### src/rtl/tt_um_marxkar_seqgen.sv
// Serial pattern generator.
// A shadowed pattern of 1..8 bits is sent MSB-first, repeated 1..16 times.
// Consecutive repetitions are separated by a one-cycle gap, and the run
// ends with a one-cycle done pulse. Outputs are decoded from registered
// state only, so no input has a combinational path to any output.
//
// Handshake: bit_valid is the only qualifier. On each enabled clock cycle
// where bit_valid=1, output_bit carries one pattern bit. No ready signal
// exists, so the consumer must take every valid bit. With ena=0 the block
// freezes and holds the current bit.
module tt_um_marxkar_seqgen (
   input  logic       clk,
   input  logic       rst_n,
   input  logic       ena,
   input  logic       load,
   input  logic [7:0] pattern_in,
   input  logic [2:0] length_in,
   input  logic [3:0] repeat_in,
   input  logic       start,
   output logic       output_bit,
   output logic       bit_valid,
   output logic       busy,
   output logic       done,
   output logic [1:0] present_state
);

   typedef enum logic [1:0] {
      IDLE = 2'b00,
      SEND = 2'b01,
      GAP  = 2'b10,
      DONE = 2'b11
   } state_t;

   state_t     state;
   state_t     next_state;

   logic [7:0] sh_pattern;
   logic [2:0] sh_length;
   logic [3:0] sh_repeat;
   logic [2:0] bit_idx;
   logic [3:0] rpt_cnt;

   // State register; ena=0 freezes the FSM.
   always_ff @(posedge clk or negedge rst_n) begin
      if (!rst_n) begin
         state <= IDLE;
      end else if (ena) begin
         state <= next_state;
      end
   end

   // Next-state logic. start is honoured only in IDLE.
   always_comb begin
      next_state = state;
      case (state)
         IDLE: if (start) next_state = SEND;
         SEND: begin
            if (bit_idx == 3'd0) begin
               next_state = (rpt_cnt != 4'd0) ? GAP : DONE;
            end
         end
         GAP:  next_state = SEND;
         DONE: next_state = IDLE;
         default: next_state = IDLE;
      endcase
   end

   // Shadow registers, bit index and repeat counter.
   // When load and start arrive together, start takes the fresh inputs
   // directly, so this transmission uses the newly loaded values.
   always_ff @(posedge clk or negedge rst_n) begin
      if (!rst_n) begin
         sh_pattern <= 8'h0B;
         sh_length  <= 3'd3;
         sh_repeat  <= 4'd0;
         bit_idx    <= 3'd0;
         rpt_cnt    <= 4'd0;
      end else if (ena) begin
         case (state)
            IDLE: begin
               if (load) begin
                  sh_pattern <= pattern_in;
                  sh_length  <= length_in;
                  sh_repeat  <= repeat_in;
               end
               if (start) begin
                  bit_idx <= load ? length_in : sh_length;
                  rpt_cnt <= load ? repeat_in : sh_repeat;
               end
            end
            SEND: begin
               if (bit_idx != 3'd0) begin
                  bit_idx <= bit_idx - 3'd1;
               end else if (rpt_cnt != 4'd0) begin
                  rpt_cnt <= rpt_cnt - 4'd1;
               end
            end
            GAP: bit_idx <= sh_length;
            default: ;
         endcase
      end
   end

   // Output decode from registered state. Bits above the length are never
   // selected because bit_idx never exceeds the loaded length.
   always_comb begin
      output_bit    = 1'b0;
      bit_valid     = 1'b0;
      busy          = 1'b0;
      done          = 1'b0;
      present_state = state;
      case (state)
         SEND: begin
            output_bit = sh_pattern[bit_idx];
            bit_valid  = 1'b1;
            busy       = 1'b1;
         end
         GAP:  busy = 1'b1;
         DONE: done = 1'b1;
         default: ;
      endcase
   end

endmodule

### config.mk
export PLATFORM = sky130hd
export DESIGN_NAME = tt_um_marxkar_seqgen
export DESIGN_NICKNAME = d
export VERILOG_FILES = /design/src/rtl/tt_um_marxkar_seqgen.sv
export SDC_FILE = /design/constraint.sdc
export NUM_CORES = 1
export LEC_CHECK = 0
export CAP_MARGIN = 10
export CORE_AREA = 10 10 55 79
export CTS_CLUSTER_SIZE = 20
export DETAILED_ROUTE_END_ITERATION = 6
export DIE_AREA = 0 0 65 89
export GPL_ROUTABILITY_DRIVEN = 0
export GPL_TIMING_DRIVEN = 0
export PLACE_DENSITY = 0.75
export SLEW_MARGIN = 20
export SYNTH_ARGS = -nofsm -noshare
export SYNTH_HDL_FRONTEND = slang
export SYNTH_SLANG_ARGS = --single-unit
### constraint.sdc
create_clock -name clk -period 2.02 [get_ports clk]
set_clock_uncertainty 0.05 [all_clocks]
set_input_delay 0.404 -clock clk [delete_from_list [all_inputs] [get_ports clk]]
set_output_delay 0.404 -clock clk [all_outputs]
set_load 0.05 [all_outputs]
# Word-level counts from Yosys, hierarchy flattened
# Index checks and enable logic that the tools add are counted.
# Widths: inputs -> output; s select.
# totals
output_inout_bits	6
regBits	24
wordCells	48
input_bits	20
# classes
n_reduce_logical	12
order_cmp	1
n_addsub	2
eq_ne	8
mux	19
# op_table
operator	count
$mux 4	4
$ne 2x2->1 const B	5
$mux 3	3
$pmux 3 s3	1
$pmux 2 s4	1
$pmux 4 s2	1
$mux 1	6
$reduce_and 3->1	2
$reduce_bool 3->1	2
$reduce_and 5->1	1
$eq 2x2->1 const B	2
$lt 3x4->1 const B	1
$mux 2	2
$reduce_and 4->1	1
$reduce_bool 4->1	1
$sub 4x1->4 const B	1
$bmux 1 s3	1
$logic_not 3->1	1
$sub 3x1->3 const B	1
$eq 2x1->1 const B	1
$logic_not 2->1	1
$reduce_and 2->1	1
$reduce_bool 2->1	1
$reduce_or 2->1	1

# Longest topological paths before layout
# logic_depth
depth_word	4
ltp_mapped	7
ltp_nobuf	6

# Least setup slack after synthesis
# Ideal clock, no wire load.
# synth_timing
kind	register to output
start	reg state[0], in the netlist present_state[0]
end	out output_bit
setup_slack_ns	-0.808
t_required_ns	1.566
arrival_ns	2.374
n_path_buf	1
stages_incl_launch_ff	5
cell_sequence	dfrtp_1 > ha_1 > buf_4 > inv_2 > nor2_1
# synth_via
elab_chain_len	2
# synth_lines
item	line	source
start, declared	34	state_t state;
start signal, assigned	48	state <= next_state;
$eq 2x1->1	112	case (state)
$mux 1	112	
end, declared	20	output logic output_bit,
# Every way passes these cells.

# Worst setup path after layout
# layout_timing
start	reg bit_idx[0]
end	out output_bit
# layout_via
elab_chain_len	3
# layout_lines
item	line	source
start, declared	40	logic [2:0] bit_idx;
start signal, assigned	87	bit_idx <= load ? length_in : sh_length;
start signal, assigned	93	bit_idx <= bit_idx - 3'd1;
start signal, assigned	98	GAP: bit_idx <= sh_length;
$bmux 1 s3	114	output_bit = sh_pattern[bit_idx];
$mux 1 (implied by the code)	114	
$mux 1	112	
# Every way passes these cells. The select of a mux whose other input is x is not followed.

==> impl_metrics.toml <==
[sta]
max_slew_margin_pct = 64.42
worst_pin_slew_ns = 0.5337
post-route-period-util_pct = 101.8
setup_slack_ns = -0.03546
rsz0062_at_grt = "yes"
finalHoldViolCount = 0
setup_viol = 1
timing.fmax_mhz = 486.5
min_period_ns = 2.055
report.final.slew_viol_count = 0

[worst_setup_path]
crit_path_cell_trace = "mux4_2 > mux2i_4 > nor2_4 > buf_6"
reg2reg_to = "rpt_cnt[3]"
endpoint_kind = "output port"
critPathKind = "flop to output port"
crit_path_max_fanout = 4
r2r_cells = 6
critPathArrivalTime_ns = 1.60
crit_path_start_kind = "flop"
cp.required_ns = 1.57
reg2reg_setup_slack_ns = 0.07
cp_slowest_cell = "mux4_2"
r2r_start = "present_state[0]"
slowest_delay_ns = 0.55

[logic_synthesis]
synthTopCellsByArea = "dfrtp_1, dfstp_2, ha_1, mux2_1, mux2i_1"
yosysTopAreaCell = "dfrtp_1"
netlist.area_leader.share_pct = 33.39
synth_fp_nets = 153
syn_inst = 124
yosys_warnings = 0
ys_seq_area_share_pct = 42.62
ys_ff_latch = 24
synth_edf_count = 0
syn_avg_cell_area_um2 = 11.48
synthArstFlopShare_pct = 100.0
synth_ff_type = "dfrtp_1"
netlist_area_um2 = 1424
synth.distinct_cells = 36

[cts]
clockBufferDepth = 2
ctsHoldBuffers = 0
cts_tree = "yes"
clock_sinks = 24
htreeDepth = 1
cts.clk_slew.worst_paths_ns = 0.09
numCtsBuffers = 3
ctsResizeCount = 18
cts.root.buffer_cell = "clkbuf_8"
clk_latency_ns = 0.27
cts_setup_buffers = 0

[finish]
ff_latch_area_um2 = 610.6
multi_input_area_um2 = 797.0
area_delta_synth_final_pct = 27.86
n_antenna_cell = 0
layout.nets = 182
final_cell_area_um2 = 1821
nFillCells = 267
drive_gt1_share_pct = 26.97
stdcell_count = 192

[place]
pre_cts_ws_ns = -0.3997
placed_cell_area_um2 = 1739
hpwlAfterDp_um = 2441
numPortBuffers = 24
numPlacedInstances = 188

[routing]
avgRoutedWirePerCell_um = 15.53
drt-total-wl_um = 2981
viasPerCell = 5.318
detail_route.drc_violations = 0
firstDrtPassIters = 4
drtIter0Drc = 21
postRouteAntennaNets = 0
via_count = 1021

[global_route]
overflow = 0
grt_pass1_wl_um = 5168
grt_start_max_net_pins = 25
antenna_found_initial = 0
grt_usage_pct = 11.34
grt_pass1_vias = 1128

[worst_hold_path]
min_path_type = "primary input to asynchronous set/reset pin"

[power]
power.density_nw_per_um2 = 1672
vdd_ir_drop_max_v = 0.0009627
leakagePower_uw = 0.0007811

[die]
die_width_um = 65
core-area_um2 = 3034
dieArea_um2 = 5785
rows = 25
die_h_um = 89
initial_core_util_pct = 46.93
ioPinCount = 26

[outcome]
violations = "setup timing"
outcome = "complete, but fails checks"

[run]
cap_violations = 0
-- metal layers --
layer / track usage (%) / share of wire, %
met1: 11.31 / 41
met2: 21.58 / 53
met3: 3.011 / 4.1
met4: 4.492 / 1.6
met5: 0 / 0
-- layout by cell type, fill, tap and decap left out, types with 5 or more instances in the layout --
cell	n
mux2_2	7
dfrtp_1	16
mux2_1	9
clkdlybuf4s50_1	18
mux2i_1	7
dfstp_2	5
ha_1	7
nor2_1	5
o21ai_1	5
nand2_1	10
inv_1	7
-- per-stage QoR --
stage,power (uW),util (%),hold WS (ns),TNS (ns)
2_1_floorplan,2196,-,0.05841,0
3_5_place_dp,2623,57.32,0.4309,-0.6941
4_1_cts,3048,59.71,0.4511,-0.07926
6_report,3044,60.00,0.05147,-0.03546
3_3_place_gp,2542,57.32,0.4192,-0.5536
5_1_grt,3285,60.00,0.08253,-0.09197
-- synth_stat cells (2+ instances only) --
master     n
a21oi_1    3
mux2i_1    8
mux2_2     7
a22o_1     3
inv_1      8
buf_2      2
o21ai_0    3
o21ai_1    5
nand2b_1   2
dfrtp_1   19
a31oi_1    3
mux4_2     2
mux2_1     9
nand3b_1   2
dfstp_2    5
ha_1       9
nor2_1     6
nand2_1   10
-- cells by family after synthesis --
logic type / Yosys count / synth area share, %
XOR/XNOR: 1 / 0.6152
AND/OR/NAND/NOR: 28 / 11.51
buffers and inverters: 13 / 3.866
flip-flops: 24 / 42.62
AO/OA/AOI/OAI: 23 / 12.04
adder cells (fa/ha/maj): 9 / 7.909
multiplexers: 26 / 21.44
-- where the power goes --
part | switching (uW) | internal [uW] | total [uW]
Combinational | 909 | 754 | 1660
Clock | 153 | 265 | 418
Sequential | 201 | 762 | 963
Total | 1260 | 1780 | 3040
-- registers in the layout (all words and copies together) (netlist names) --
signal / cells
bit_idx: 3
present_state: 2
rpt_cnt: 4
sh_length: 3
sh_pattern: 8
sh_repeat: 4
-- worst max-delay path by stage --
stage                 end  cells after the start              from  slack (ns)
2_1_floorplan  output_bit                      5  present_state[1]        0.04
3_3_place_gp   output_bit                      6  present_state[1]       -0.38
3_5_place_dp   output_bit                      6  present_state[1]       -0.40
4_1_cts        output_bit                      4        bit_idx[0]       -0.08
5_1_grt        output_bit                      4        bit_idx[0]       -0.09
6_report       output_bit                      4        bit_idx[0]       -0.04
-- cell type report --
class                   count  area share, %
multi-input cells          87          43.78
clock inverters             1          1.649
flip-flops and latches     24          33.54
clock buffers               3          2.268
plain buffers               3         0.9622
inverters                  10          2.062
repair buffers             24          12.99
well taps                  40          2.749
-- critical path: cells and delay by family (launching register included) --
| family | cells | cell delay, ns |
|---|---|---|
| and+or+nand+nor | 1 | 0.04 |
| muxes | 2 | 0.73 |
| DFF | 1 | 0.42 |
| buffers and inverters | 1 | 0.15 |
Power figures use the tool's default switching activity.
